--- src/rtl/mdu_pkg.sv ---
// mdu_pkg: shared definitions for the EX-stage multiply/divide unit.
//   - funct codes of the eight MDU R-type instructions
//   - ALUOP_RTYPE, the ALUOp value under which funct is meaningful
//   - mdu_state_t, the control FSM state type
package mdu_pkg;

  localparam logic [5:0] FN_MFHI  = 6'b010000;
  localparam logic [5:0] FN_MTHI  = 6'b010001;
  localparam logic [5:0] FN_MFLO  = 6'b010010;
  localparam logic [5:0] FN_MTLO  = 6'b010011;
  localparam logic [5:0] FN_MULT  = 6'b011000;
  localparam logic [5:0] FN_MULTU = 6'b011001;
  localparam logic [5:0] FN_DIV   = 6'b011010;
  localparam logic [5:0] FN_DIVU  = 6'b011011;

  localparam logic [1:0] ALUOP_RTYPE = 2'b10;

  typedef enum logic [2:0] {
    ST_IDLE,
    ST_MUL,
    ST_DIV,
    ST_FIX,
    ST_DONE
  } mdu_state_t;

endpackage

--- src/rtl/mdu_decode.sv ---
// mdu_decode: combinational funct decode for the multiply/divide unit.
// Also used by the hazard unit, so it carries no state.
// Ports:
//   funct     in  6  instruction funct field
//   mdu_op    out 1  funct is one of the eight MDU codes
//   is_mul    out 1  MULT / MULTU
//   is_div    out 1  DIV / DIVU
//   is_signed out 1  MULT / DIV
//   is_mf     out 1  MFHI / MFLO
//   is_mt     out 1  MTHI / MTLO
//   sel_hi    out 1  MF/MT targets HI (otherwise LO)
module mdu_decode
  import mdu_pkg::*;
(
  input  logic [5:0] funct,
  output logic       mdu_op,
  output logic       is_mul,
  output logic       is_div,
  output logic       is_signed,
  output logic       is_mf,
  output logic       is_mt,
  output logic       sel_hi
);

  always_comb begin
    mdu_op    = 1'b0;
    is_mul    = 1'b0;
    is_div    = 1'b0;
    is_signed = 1'b0;
    is_mf     = 1'b0;
    is_mt     = 1'b0;
    sel_hi    = 1'b0;
    case (funct)
      FN_MFHI:  begin mdu_op = 1'b1; is_mf = 1'b1; sel_hi = 1'b1; end
      FN_MTHI:  begin mdu_op = 1'b1; is_mt = 1'b1; sel_hi = 1'b1; end
      FN_MFLO:  begin mdu_op = 1'b1; is_mf = 1'b1; end
      FN_MTLO:  begin mdu_op = 1'b1; is_mt = 1'b1; end
      FN_MULT:  begin mdu_op = 1'b1; is_mul = 1'b1; is_signed = 1'b1; end
      FN_MULTU: begin mdu_op = 1'b1; is_mul = 1'b1; end
      FN_DIV:   begin mdu_op = 1'b1; is_div = 1'b1; is_signed = 1'b1; end
      FN_DIVU:  begin mdu_op = 1'b1; is_div = 1'b1; end
      default:  ;
    endcase
  end

endmodule

--- src/rtl/mdu_ctrl.sv ---
// mdu_ctrl: iterative multiply/divide unit with HI/LO ownership, sitting
// beside the ALU in EX. Multiply is shift-add, divide is restoring, one bit
// per cycle on magnitudes; signs are applied in a single FIX cycle.
// Ports:
//   clk, rst_n  clock, asynchronous active-low reset
//   op_valid    R-type (ALUOp=10) instruction present in EX
//   funct       instruction funct field
//   src_a/src_b rs / rt operands
//   flush       kill the in-flight operation
//   mdu_op      funct is an MDU code (combinational)
//   stall       hold the pipeline (combinational)
//   busy        multiply/divide in progress
//   done        one-cycle pulse after HI/LO written by mul/div
//   mf_data     HI for MFHI, LO for MFLO, else 0 (combinational)
//   hi, lo      HI / LO registers
// WIDTH must be at least 4; CNT_W is derived and must not be overridden.
module mdu_ctrl
  import mdu_pkg::*;
#(
  parameter int unsigned WIDTH = 32,
  parameter int unsigned CNT_W = $clog2(WIDTH + 1)
) (
  input  logic             clk,
  input  logic             rst_n,
  input  logic             op_valid,
  input  logic [5:0]       funct,
  input  logic [WIDTH-1:0] src_a,
  input  logic [WIDTH-1:0] src_b,
  input  logic             flush,
  output logic             mdu_op,
  output logic             stall,
  output logic             busy,
  output logic             done,
  output logic [WIDTH-1:0] mf_data,
  output logic [WIDTH-1:0] hi,
  output logic [WIDTH-1:0] lo
);

  mdu_state_t           state_q, state_d;
  logic [CNT_W-1:0]     cnt_q, cnt_d;
  // Shared datapath: {accumulator, multiplier} for MUL, {remainder, quotient}
  // for DIV. opnd_q holds the multiplicand / divisor magnitude.
  logic [2*WIDTH-1:0]   acc_q, acc_d;
  logic [WIDTH-1:0]     opnd_q, opnd_d;
  logic [WIDTH-1:0]     hi_q, hi_d, lo_q, lo_d;
  logic                 is_div_q, is_div_d;
  logic                 neg_q, neg_d;       // product / quotient sign
  logic                 negr_q, negr_d;     // remainder sign (dividend sign)
  logic                 dz_q, dz_d;         // divide by zero

  logic dec_mdu_op, dec_is_mul, dec_is_div, dec_is_signed;
  logic dec_is_mf, dec_is_mt, dec_sel_hi;

  mdu_decode u_decode (
    .funct     (funct),
    .mdu_op    (dec_mdu_op),
    .is_mul    (dec_is_mul),
    .is_div    (dec_is_div),
    .is_signed (dec_is_signed),
    .is_mf     (dec_is_mf),
    .is_mt     (dec_is_mt),
    .sel_hi    (dec_sel_hi)
  );

  logic             idle, accept;
  logic             a_neg, b_neg;
  logic [WIDTH-1:0] a_mag, b_mag;
  logic [WIDTH:0]   mul_sum;
  logic [WIDTH:0]   div_trial;
  logic [2*WIDTH-1:0] mul_next, div_next, prod;
  logic [WIDTH-1:0] quo, rem;

  assign idle   = (state_q == ST_IDLE);
  assign accept = op_valid & dec_mdu_op & idle & ~flush;

  // Magnitudes; the most-negative value maps to itself, which read as
  // unsigned is the correct magnitude.
  assign a_neg = dec_is_signed & src_a[WIDTH-1];
  assign b_neg = dec_is_signed & src_b[WIDTH-1];
  assign a_mag = a_neg ? -src_a : src_a;
  assign b_mag = b_neg ? -src_b : src_b;

  // Shift-add step: add multiplicand into the upper half when the current
  // multiplier bit (LSB) is set, then shift the whole register right.
  assign mul_sum  = {1'b0, acc_q[2*WIDTH-1:WIDTH]}
                  + (acc_q[0] ? {1'b0, opnd_q} : '0);
  assign mul_next = {mul_sum, acc_q[WIDTH-1:1]};

  // Restoring step: trial-subtract divisor from {rem, next dividend bit};
  // a negative result (top bit set) means restore and shift in a 0.
  assign div_trial = {acc_q[2*WIDTH-1:WIDTH], acc_q[WIDTH-1]} - {1'b0, opnd_q};
  assign div_next  = div_trial[WIDTH]
                   ? {acc_q[2*WIDTH-2:0], 1'b0}
                   : {div_trial[WIDTH-1:0], acc_q[WIDTH-2:0], 1'b1};

  assign prod = neg_q ? -acc_q : acc_q;
  assign quo  = acc_q[WIDTH-1:0];
  assign rem  = acc_q[2*WIDTH-1:WIDTH];

  always_comb begin
    state_d  = state_q;
    cnt_d    = cnt_q;
    acc_d    = acc_q;
    opnd_d   = opnd_q;
    hi_d     = hi_q;
    lo_d     = lo_q;
    is_div_d = is_div_q;
    neg_d    = neg_q;
    negr_d   = negr_q;
    dz_d     = dz_q;

    case (state_q)
      ST_IDLE: begin
        if (accept) begin
          if (dec_is_mt) begin
            if (dec_sel_hi) hi_d = src_a;
            else            lo_d = src_a;
          end else if (dec_is_mul || dec_is_div) begin
            cnt_d    = CNT_W'(WIDTH);
            is_div_d = dec_is_div;
            opnd_d   = b_mag;
            acc_d    = {{WIDTH{1'b0}}, a_mag};
            neg_d    = a_neg ^ b_neg;
            negr_d   = a_neg;
            dz_d     = dec_is_div && (src_b == '0);
            if (dec_is_div && (src_b == '0)) begin
              // Keep the raw dividend for HI; no sign fix-up applies.
              acc_d   = {{WIDTH{1'b0}}, src_a};
              neg_d   = 1'b0;
              negr_d  = 1'b0;
              state_d = ST_FIX;
            end else begin
              state_d = dec_is_div ? ST_DIV : ST_MUL;
            end
          end
        end
      end
      ST_MUL: begin
        acc_d = mul_next;
        cnt_d = cnt_q - CNT_W'(1);
        if (cnt_q == CNT_W'(1)) state_d = ST_FIX;
      end
      ST_DIV: begin
        acc_d = div_next;
        cnt_d = cnt_q - CNT_W'(1);
        if (cnt_q == CNT_W'(1)) state_d = ST_FIX;
      end
      ST_FIX: begin
        state_d = ST_DONE;
        if (dz_q) begin
          lo_d = '1;
          hi_d = acc_q[WIDTH-1:0];
        end else if (is_div_q) begin
          lo_d = neg_q  ? -quo : quo;
          hi_d = negr_q ? -rem : rem;
        end else begin
          hi_d = prod[2*WIDTH-1:WIDTH];
          lo_d = prod[WIDTH-1:0];
        end
      end
      ST_DONE: state_d = ST_IDLE;
      default: state_d = ST_IDLE;
    endcase

    // Flush before commit abandons the operation; HI/LO stay as they were.
    if (flush && (state_q == ST_MUL || state_q == ST_DIV || state_q == ST_FIX)) begin
      state_d = ST_IDLE;
      hi_d    = hi_q;
      lo_d    = lo_q;
    end
  end

  always_ff @(posedge clk or negedge rst_n) begin
    if (!rst_n) begin
      state_q  <= ST_IDLE;
      cnt_q    <= '0;
      acc_q    <= '0;
      opnd_q   <= '0;
      hi_q     <= '0;
      lo_q     <= '0;
      is_div_q <= 1'b0;
      neg_q    <= 1'b0;
      negr_q   <= 1'b0;
      dz_q     <= 1'b0;
    end else begin
      state_q  <= state_d;
      cnt_q    <= cnt_d;
      acc_q    <= acc_d;
      opnd_q   <= opnd_d;
      hi_q     <= hi_d;
      lo_q     <= lo_d;
      is_div_q <= is_div_d;
      neg_q    <= neg_d;
      negr_q   <= negr_d;
      dz_q     <= dz_d;
    end
  end

  assign mdu_op  = dec_mdu_op;
  assign stall   = op_valid & dec_mdu_op & ~idle;
  assign busy    = ~idle;
  assign done    = (state_q == ST_DONE);
  assign mf_data = dec_is_mf ? (dec_sel_hi ? hi_q : lo_q) : '0;
  assign hi      = hi_q;
  assign lo      = lo_q;

endmodule
--- config.mk ---
export PLATFORM = sky130hd
export DESIGN_NAME = mdu_ctrl
export DESIGN_NICKNAME = d
export VERILOG_FILES = /design/src/rtl/mdu_pkg.sv /design/src/rtl/mdu_decode.sv /design/src/rtl/mdu_ctrl.sv
export SDC_FILE = /design/constraint.sdc
export NUM_CORES = 1
export LEC_CHECK = 0
export ABC_AREA = 1
export CORE_MARGIN = 5
export CORE_UTILIZATION = 25
export DETAILED_ROUTE_END_ITERATION = 16
export PLACE_DENSITY_LB_ADDON = 0.2
export SLEW_MARGIN = 20
export SYNTH_ARGS = -nofsm -noshare
export SYNTH_HDL_FRONTEND = slang
export SYNTH_SLANG_ARGS = --single-unit
--- constraint.sdc ---
create_clock -name clk -period 3.1 [get_ports clk]
set_clock_uncertainty 0.2 [all_clocks]
set_input_delay 0.62 -clock clk [delete_from_list [all_inputs] [get_ports clk]]
set_output_delay 0.62 -clock clk [all_outputs]
set_load 0.01 [all_outputs]
# --- After elaboration in Yosys (flattened, before gate mapping) ---
# Index checks and enable logic that the tools add are counted.
totals:
  output_inout_bits: 100
  inputBits: 74
  ff_bits: 173
op_classes:
  reduce_logical: 24
  mux: 47
  bitwise: 11
  n_eq_ne: 23
  add_sub_neg: 8
ops:
  columns: ["op", "count"]
  rows:
  - ["2-to-1 mux 32 bit", 18]
  - ["2-to-1 mux 64 bit", 5]
  - ["one-hot mux 64 bit (3 select lines)", 1]
  - ["negation 32 bit", 4]
  - ["one-hot mux 32 bit (2 select lines)", 2]
  - ["negation 64 bit", 1]
  - ["== test 6 x 5 -> 1 bit, second input constant", 8]
  - ["adder 32 x 32 -> 33 bit", 1]
  - ["subtractor 33 x 32 -> 33 bit", 1]
  - ["zero test 32 bit", 1]
  - ["2-to-1 mux 6 bit", 3]
  - ["AND reduction 4 bit", 4]
  - ["2-to-1 mux 3 bit", 5]
  - ["OR reduction 2 bit", 7]
  - ["one-hot mux 6 bit (2 select lines)", 1]
  - ["AND reduction 5 bit", 2]
  - ["2-to-1 mux 1 bit", 9]
  - ["!= test 3 x 1 -> 1 bit, second input constant", 3]
  - ["one-hot mux 3 bit (3 select lines)", 1]
  - ["!= test 2 bit, second input constant", 4]
  - ["OR reduction 8 bit", 1]
  - ["bitwise AND 1 bit", 6]
  - ["== test 3 x 2 -> 1 bit, second input constant", 2]
  - ["== test 6 x 1 -> 1 bit, second input constant", 1]
  - ["13 further kinds", 22]

# --- Logic depth before layout (Yosys ltp) ---
# Gate-level depths: netlist (run 1).
depth:
  word_depth: 10
  ltp_mapped: 19
  depth_no_buf: 17

# --- Hierarchy ---
# Synthesis (run 1) repeated with hierarchy kept, for this count alone.
unflattened:
  hier_cells: 3014
  hier_area_um2: 17832.1
modules_own_cells:
  columns: ["mod", "cells_per_inst", "area_per_inst_um2", "n_inst"]
  rows:
  - ["mdu_ctrl", 2998, 17769.5, 1]
  - ["mdu_decode", 16, 62.6, 1]

# --- Worst setup path before layout (run 1) ---
# Ideal clock, no wire load.
synth_timing:
  path_type: "register to register"
  from: "reg acc_q[31]"
  to: "reg acc_q[54]"
  t_required_ns: 2.772
  n_path_buf: 1
  slack_ns: 0.500
  arrival_ns: 2.273
  path_stages_with_launch: 17
  period_less_slack_ns: 2.600
  path_cell_list: "dfrtp_1 -> clkinv_1 -> ha_1 -> fa_1 -> nor2_1 -> o21ai_1 -> nand2_2 -> nand2_1 -> nand2_2 -> nand2_2 -> nand2_2 -> nand2_2 -> nand2_2 -> buf_6 -> nand2_1 -> nand3_1 -> nand3_1"
synth_between:
  elab_chain_cells: 3
synth_rtl:
  columns: ["item", "line_no", "text"]
  rows:
  - ["start, declared", "mdu_ctrl.sv:43", "logic [2*WIDTH-1:0] acc_q, acc_d;"]
  - ["start signal, assigned", "mdu_ctrl.sv:177", "acc_q <= '0;"]
  - ["start signal, assigned", "mdu_ctrl.sv:188", "acc_q <= acc_d;"]
  - ["subtractor 33 x 32 -> 33 bit", "mdu_ctrl.sv:91", "assign div_trial = {acc_q[2*WIDTH-1:WIDTH], acc_q[WIDTH-1]} - {1'b0, opnd_q};"]
  - ["2-to-1 mux 64 bit", "mdu_ctrl.sv:93", "? {acc_q[2*WIDTH-2:0], 1'b0}"]
  - ["one-hot mux 64 bit (3 select lines)", "mdu_ctrl.sv:112", "case (state_q)"]
# No other way between the ends.
# A chain may end at the register's enable or synchronous reset.

# --- Worst setup path in the final report (run 1) ---
layout_timing:
  from: "in funct[4]"
  to: "out mf_data[18]"
layout_between:
  elab_chain_cells: 5
layout_rtl:
  columns: ["item", "line_no", "text"]
  rows:
  - ["start, declared", "mdu_ctrl.sv:26", "input logic [5:0] funct,"]
  - ["== test 6 x 5 -> 1 bit", "mdu_decode.sv:33", "case (funct)"]
  - ["OR reduction 2 bit (no line)", null, null]
  - ["2-to-1 mux 1 bit", "mdu_decode.sv:33", null]
  - ["2-to-1 mux 32 bit", "mdu_ctrl.sv:203", "assign mf_data = dec_is_mf ? (dec_sel_hi ? hi_q : lo_q) : '0;"]
  - ["2-to-1 mux 32 bit *", "mdu_ctrl.sv:203", null]
  - ["end, declared", "mdu_ctrl.sv:34", "output logic [WIDTH-1:0] mf_data,"]
# Every way passes the cells marked *; elsewhere a longest branch is shown, timed or not.

==> impl_results.md, run 1 <==
* Kind of critical path: primary input to primary output
* Final wirelength at 80410 um
* Final WS setup at 0.08045 ns
* Final setup fails at 0
* Worst path buffer plus inverter count at 6
* Worst setup EP type: primary output
* Yosys cell types at 48
* Vias at 21250
* DP Cell Count at 4314
* Mapped Avg Cell Area at 5.814 um2
* CTS tree: built
* Ys flop type: dfrtp_1
* Worst setup SP type: primary input
* WP data required at 2.28 ns
* DRC viols at 0
* Worst-margin pin slew at 0.7759 ns
* Syn. warnings at 0
* Slowest CP cell: clkdlybuf4s50_1
* Hpwl dp at 66980 um
* Vias in the first global route at 20000
* Share of cells above drive strength 1 at 10.56%
* Number of I/O port buffers at 173
* Max-Cap Viols at 0
* Post-synth net total at 3212
* Share of the synthesized area in the top cell type at 24.29%
* Layout Cells excl Fill at 4351
* CTS Buffer Depth at 2
* Area taken by multi-input logic gates at 11650 um2
* Critical path arrival at 2.20 ns
* Register bit total from synthesis at 173
* Fin crit share at 97.40%
* Max H-tree Level at 4
* Utilization after layout at 31.96%
* PwrDens at 895.8 nW/um2
* Critical Path Stages at 10
* Dpl ws at -0.3878 ns
* Top post-synthesis cells by area: dfrtp_1 24%, nand2_1 18%, nor2_1 9.6%, nand3_1 8.8%, inv_1 7.5%
* Worst Setup SP: funct[4]
* Worst VDD drop at 0.5690 mV
* Final net count at 3534
* RSZ-0062 raised after global routing: yes
* Largest net degree at the start of global routing at 61
* CP Cell Sequence: clkdlybuf4s50_1, inv_1, nor2_4, buf_4, inv_1, nor2_2, nand2_1, buf_12, a21oi_1, clkdlybuf4s15_1
* Full die area at 76740 um2
* Number of max-slew violations in the final report at 0
* Commonest cells after routing, fill and taps aside: 849 x nand2_1, 454 x nor2_1, 357 x inv_1
* Root Driver: clkbuf_16
* Max Freq at 331.2 MHz
* Fill count at 8065
* Final Hold Fails at 0
* Via density at 4.884
* Initial antenna violation count at 0
* 1st-iter DRT viols at 1667
* Status: finished clean
* Cell count after synthesis at 3066
* Core region area at 71120 um2
* Reg area at 4329 um2
* Gr usage total at 20.31%
* Sequential fraction of the synthesis area at 24.29%
* Rel. slew slack at 48.22%
* CP dominant cell by count: inv_1
* Setup tns final at 0 ns
* First-pass GRT wire length at 122300 um
* Total CTS buffers at 17
* Floorplan row count at 98
* Final Critical Period at 3.020 ns
* P&R area growth vs syn at 27.52%
* WL/cell at 18.48 um
* Cell area after synthesis at 17830 um2
* Clock latency on the worst-skew pair at 0.50 ns
* Global route total overflow at 0
* Max FO, Critical Path at 32
* Number of synthesized flops with an enable pin at 0
* CP top delay family: buffers and inverters
* Post-synth top area cell: dfrtp_1
* Antenna Nets Post-Route at 0
* First-pass DRT Iterations at 6
* Asr flop ratio synth at 100.0%
* Antenna cell count at 0
* Hold WC Path Type: flop to flop
* Leak Pwr at 11.20 nW
* R2r setup slk at 0.16 ns
* Clock slew at reported path FFs at 0.08 ns
* Largest stage delay, worst path at 0.45 ns
* Most common cell after layout, fill and taps aside: nand2_1
* Width of the chip at 277.0 um
* R2R depth at 15
* Clock sink total at 173
* Routability-driven placement congestion ratio at 0.9753
* Crit Reg-Reg Endpoint: acc_q[43]$_DFFE_PN0P_
* RR Startpoint: acc_q[0]$_DFFE_PN0P_
* Die Y-Extent at 277.0 um
* Initial core utilization at 25.07%
* Critical Path End: mf_data[18]
* Io pins at 174
Yosys cell counts (6+ instances only):
library cell / n
nand2_1: 850
nor2_1: 454
inv_1: 358
nand3_1: 312
a21oi_1: 255
o21ai_0: 175
dfrtp_1: 173
ha_1: 70
clkbuf_1: 55
nand4_1: 37
o22ai_1: 34
nor3_1: 32
buf_2: 30
o21ai_1: 23
xor2_1: 23
xnor2_1: 20
nand3b_1: 18
nand2_2: 13
nor2_2: 11
o31ai_1: 11
inv_2: 10
a211oi_1: 9
buf_1: 8
buf_4: 7
o211ai_1: 7
o21a_1: 7
a21o_1: 6
o21bai_1: 6
per-layer routing:
metal	up-vias	part of all wire (%)	GRT usage, %
met4	0	2.2	5.084
met2	635	46	34.11
met5	-	0	0
met3	74	5.0	2.479
met1	9909	46	27.87
li1	10630	-	-
worst min path at each step:
stage,endpoint,cells past startpoint,from
floorplan,acc_q[0]$_DFFE_PN0P_,0,rst_n
global placement,opnd_q[29]$_DFFE_PN0P_,2,opnd_q[29]$_DFFE_PN0P_
detailed placement,opnd_q[26]$_DFFE_PN0P_,2,opnd_q[26]$_DFFE_PN0P_
CTS,opnd_q[26]$_DFFE_PN0P_,2,opnd_q[26]$_DFFE_PN0P_
global route,lo[25]$_DFFE_PN0P_,2,lo[25]$_DFFE_PN0P_
finish,opnd_q[29]$_DFFE_PN0P_,2,opnd_q[29]$_DFFE_PN0P_
registers in the layout, indices dropped and copies added, names as in the netlist:
register / count
acc_q: 64
cnt_q: 6
dz_q: 1
hi: 32
is_div_q: 1
lo: 32
neg_q: 1
negr_q: 1
opnd_q: 32
state_q: 3
worst register-to-register path, delay by kind of cell, from the launching register on:
kind | cells | cell delay, ns
AOI/OAI and AO/OA | 1 | 0.32
adders and majority gates | 2 | 0.62
buffers and inverters | 2 | 0.24
DFF | 1 | 0.44
and+or+nand+nor | 10 | 0.98
area by class of cell:
class,instances,area share (%)
Sequential cell,173,19.04
Timing Repair Buffer,408,15.87
Multi-Input combinational cell,2417,51.24
Inverter,371,6.154
Clock inverter,14,0.5724
Tap cell,950,5.229
Clock buffer,18,1.888
cell families after synthesis:
group / count (synthesis) / synth area share [%]
buffers and inverters: 476 / 10.61
flip-flops: 173 / 24.29
AND/OR/NAND/NOR: 1754 / 41.33
adder cells (fa/ha/maj): 72 / 5.138
XOR/XNOR: 43 / 2.113
AO/OA/AOI/OAI: 548 / 16.52
where the power goes:
group | leakage (nW) | internal, W | total, W | switching [W]
sequential | 2.08 | 0.00319 | 0.00422 | 0.00103
combinational | 8.84 | 0.00507 | 0.0139 | 0.00886
clock | 0.272 | 0.00106 | 0.00222 | 0.00116
total | 11.2 | 0.00932 | 0.0204 | 0.0110
what timing repair did:
item,CTS,global route
endpoints found under the setup margin,34,48
pin swaps,1,2
buffers inserted,3,1
hold buffers,1,0
resized for setup,71,41
hold endpoints to repair,45,0
through the flow:
stage                     cell area [um2]  power, W  hold WS (ns)
final                               22730   0.02036        0.3204
after global routing                22730   0.02210        0.3499
after CTS                           22770   0.02035        0.3210
after detailed placement            22200   0.01807        0.3019
after global placement              22200   0.01809        0.3015
after floorplan                     17830   0.01235        0.1244
No activity file was read; power rests on OpenSTA's default activity.
==> inputs of run 2 (changes only) <==
--- a/config.mk
+++ b/config.mk
@@ -5,7 +5,6 @@
 export SDC_FILE = /design/constraint.sdc
 export NUM_CORES = 1
 export LEC_CHECK = 0
-export ABC_AREA = 1
 export CORE_MARGIN = 5
 export CORE_UTILIZATION = 25
 export DETAILED_ROUTE_END_ITERATION = 16
==> constraint.sdc (replaced) <==
create_clock -name clk -period 3.78 [get_ports clk]
set_clock_uncertainty 0.2 [all_clocks]
set_input_delay 0.756 -clock clk [delete_from_list [all_inputs] [get_ports clk]]
set_output_delay 0.756 -clock clk [all_outputs]
set_load 0.01 [all_outputs]
==> impl_results.md, run 2 <==
* Status: finished clean
* Cts hold-fix bufs at 0 (-1)
* WL/cell at 19.52 um (+5.6%)
* Number of flip-flops in the largest register at 64 (unchanged)
* RR Startpoint: acc_q[0]$_DFFE_PN0P_
* Floorplan row count at 88 (-10%)
* CTS tree: built
* Max H-tree Level at 4 (unchanged)
* Worst setup EP type: flop
* Io pins at 174 (unchanged)
* Cell area after synthesis at 14590 um2 (-18%)
* Number of max-slew violations in the final report at 0 (unchanged)
* Largest register by flop count: acc_q
* R2r setup slk at 0.04 ns (-0.12 ns)
* RSZ-0062 raised after global routing: yes
* First-pass GRT wire length at 87240 um (-29%)
* Commonest cells after routing, fill and taps aside: 258 x nand2_1, 199 x buf_4, 176 x o21ai_0
* Top post-synthesis cells by area: dfrtp_1 30%, nand2_1 6.6%, o21ai_0 6.2%, ha_1 6.0%, xor2_1 5.5%
* Routability-driven placement congestion ratio at 0.8941 (-8.3%)
* Vias at 15140 (-29%)
* Synth Area in Adders at 6.278% (+1.1 points)
* Global route total overflow at 0 (unchanged)
* Final Hold Fails at 0 (unchanged)
* Setup tns final at 0 ns (unchanged)
* Post-synth net total at 2017 (-37%)
* Layout Cells excl Fill at 2929 (-33%)
* Share of the synthesized area in the top cell type at 29.67% (+5.4 points)
* Compound-cell area share of the yosys netlist at 27.21% (+11 points)
* Clock latency on the worst-skew pair at 0.50 ns (about the same)
* Largest family of logic cells by synthesized area: compound AO/OA/AOI/OAI gates
* PwrDens at 692.1 nW/um2 (-23%)
* Gr usage total at 17.47% (-2.8 points)
* Number of I/O port buffers at 173 (unchanged)
* Antenna Nets Post-Route at 0 (unchanged)
* Asr flop ratio synth at 100.0% (unchanged)
* Mapped Avg Cell Area at 7.797 um2 (+34%)
* Synth Area in Simple Gates at 18.78% (-23 points)
* Commonest cells in the netlist: 258 x nand2_1, 180 x o21ai_0, 173 x dfrtp_1
* First-pass DRT Iterations at 8 (+2)
* Count leader, synth: nand2_1
* Pint at 0.007038 W (-25%)
* Hpwl dp at 44510 um (-34%)
* Clock slew at reported path FFs at 0.07 ns (about the same)
* Sw frac at 46.97% (-7.2 points)
* Switching power at 0.006233 W (-44%)
* Antenna cell count at 0 (unchanged)
* DP Cell Count at 2890 (-33%)
* Core region area at 57810 um2 (-19%)
* Hold WC Path Type: primary input to async pin
* Multiplexer share of the synthesized area at 2.487% (+2.5 points)
* Synth Area in XOR/XNOR at 10.69% (+8.6 points)
* Rel. slew slack at 34.54% (-14 points)
* Max FO, Critical Path at 3 (-91%)
* Vias in the first global route at 14860 (-26%)
* Sequential fraction of the synthesis area at 29.67% (+5.4 points)
* Critical path arrival at 3.91 ns (+1.71 ns)
* Final net count at 2298 (-35%)
* Worst VDD drop at 0.3630 mV (-36%)
* Clock sink total at 173 (unchanged)
* Worst setup SP type: flop
* Number of synthesized flops with an enable pin at 0 (unchanged)
* Fin crit share at 98.88%
* Worst Setup SP: acc_q[0]$_DFFE_PN0P_
* Final Critical Period at 3.738 ns
* Clock power share at 13.9% (+3.0 points)
* Most common cell after layout, fill and taps aside: nand2_1
* Full die area at 63290 um2 (-18%)
* Syn. warnings at 0 (unchanged)
* Max Freq at 267.5 MHz
* Largest net degree at the start of global routing at 73 (+20%)
* Power share of the combinational group at 61.2% (-7.2 points)
* Max-Cap Viols at 0 (unchanged)
* Cell count after synthesis at 1871 (-39%)
* Initial antenna violation count at 0 (unchanged)
* Seq pwr share at 25.0% (+4.3 points)
* Ys flop type: dfrtp_1
* CTS Buffer Depth at 2 (unchanged)
* Total power at 0.01327 W (-35%)
* P&R area growth vs syn at 31.43%
* Share of cells above drive strength 1 at 13.26% (+2.7 points)
* Width of the chip at 251.6 um (-9.2%)
* 1st-iter DRT viols at 1219 (-27%)
* WP data required at 3.95 ns (+1.67 ns)
* Post-synth top area cell: dfrtp_1
* Final wirelength at 57190 um (-29%)
* Yosys cell types at 68 (+42%)
* Worst-margin pin slew at 0.9819 ns (+0.2060 ns)
* Initial core utilization at 25.24% (+0.17 points)
* Die Y-Extent at 251.6 um (-9.2%)
* Register bit total from synthesis at 173 (unchanged)
* Via density at 5.169 (+5.8%)
* Root Driver: clkbuf_16
* Kind of critical path: flop to flop
* Leak Pwr at 8.100 nW (-28%)
* DRC viols at 0 (unchanged)
* Final setup fails at 0 (unchanged)
* Total CTS buffers at 17 (unchanged)
-- run 2: cell types whose count changed in the layout (fill, tap and decap cells not counted), sizes merged, moves of 28 or more --
cell / previous run / this run
nand2: 866 / 259
nor2: 469 / 141
inv: 377 / 68
nand3: 314 / 29
a21oi: 259 / 156
xor2: 23 / 92
xnor2: 20 / 86
buf: 244 / 208
mux2i: 0 / 34
dlygate4sd2: 1 / 32
nand4: 37 / 8
a222oi: 0 / 28
-- run 2: logic make-up (layout without fill, tap and decap cells) --
group                      Yosys count  in the layout
muxes                               36             36
AOI/OAI and AO/OA                  633            633
adders and majority gates           72             72
buffers and inverters              183            476
DFF                                173            173
and+or+nand+nor                    596            596
xor gates and xnor gates           178            178
-- run 2: final timing paths --
check                                               to  cells past startpoint
worst max register to register   acc_q[59]$_DFFE_PN0P_                     13
worst max-delay path             acc_q[59]$_DFFE_PN0P_                     13
max in group asynchronous        opnd_q[0]$_DFFE_PN0P_                      2
worst min-delay path            opnd_q[29]$_DFFE_PN0P_                      1
min in group clk                 opnd_q[4]$_DFFE_PN0P_                      2
worst min register to register   opnd_q[4]$_DFFE_PN0P_                      2
-- run 2: power by group through the flow --
stage	Sequential, W	Clock (W)	Combinational (W)
after floorplan	0.00315	0	0.00485
after global placement	0.00332	0	0.00783
after detailed placement	0.00334	0	0.00787
after CTS	0.00330	0.00189	0.00790
after global routing	0.00342	0.00194	0.00889
final	0.00331	0.00184	0.00812
-- run 2: through the flow --
stage / cell area [um2] / utilization (%) / worst slack [ns] / hold WS, ns
floorplan: 14590 / - / 0.1366 / 0.2498
global placement: 18490 / 31.98 / -0.2858 / 0.2644
detailed placement: 18490 / 31.98 / -0.2982 / 0.2713
CTS: 19040 / 32.93 / -0.01788 / 0.09138
global route: 19170 / 33.17 / -0.03815 / 0.1227
finish: 19170 / 33.17 / 0.04225 / 0.06567
-- run 2: cell type report --
| cell class | count | area (um2) |
|---|---|---|
| flip-flops and latches | 173 | 4330 |
| clock buffers | 18 | 439.2 |
| multi-input cells | 1515 | 9694 |
| repair buffers | 382 | 3386 |
| well taps | 765 | 957.2 |
| inverters | 63 | 236.5 |
| fillers | 6186 | 38630 |
| clock inverters | 13 | 131.4 |
-- run 2: timing repair --
item / in CTS / in global routing
gates resized for setup: 38 / 16
pin swaps: 0 / 8
setup endpoints to repair: 57 / 35
buffers inserted: 0 / 7
cloned: 0 / 1
-- run 2: worst max-delay path, cell delays in order (launching register included) --
cell and delay (ns):
dfrtp_1 0.44, and2_4 0.17, ha_4 0.16, fa_2 0.38
a211oi_2 0.27, o211ai_1 0.16, a211o_1 0.37, a211oi_2 0.29
buf_4 0.18, o21bai_4 0.07, a211o_1 0.27, a311o_1 0.33
a32oi_1 0.19, o221ai_1 0.13
-- run 2: per-layer routing --
metal | vias up | part of all wire [%] | GRT usage, %
met5 | - | 0 | 0
met4 | 0 | 2.2 | 5.614
met3 | 59 | 5.1 | 2.752
met2 | 462 | 46 | 28.53
met1 | 7278 | 47 | 23.76
li1 | 7342 | - | -
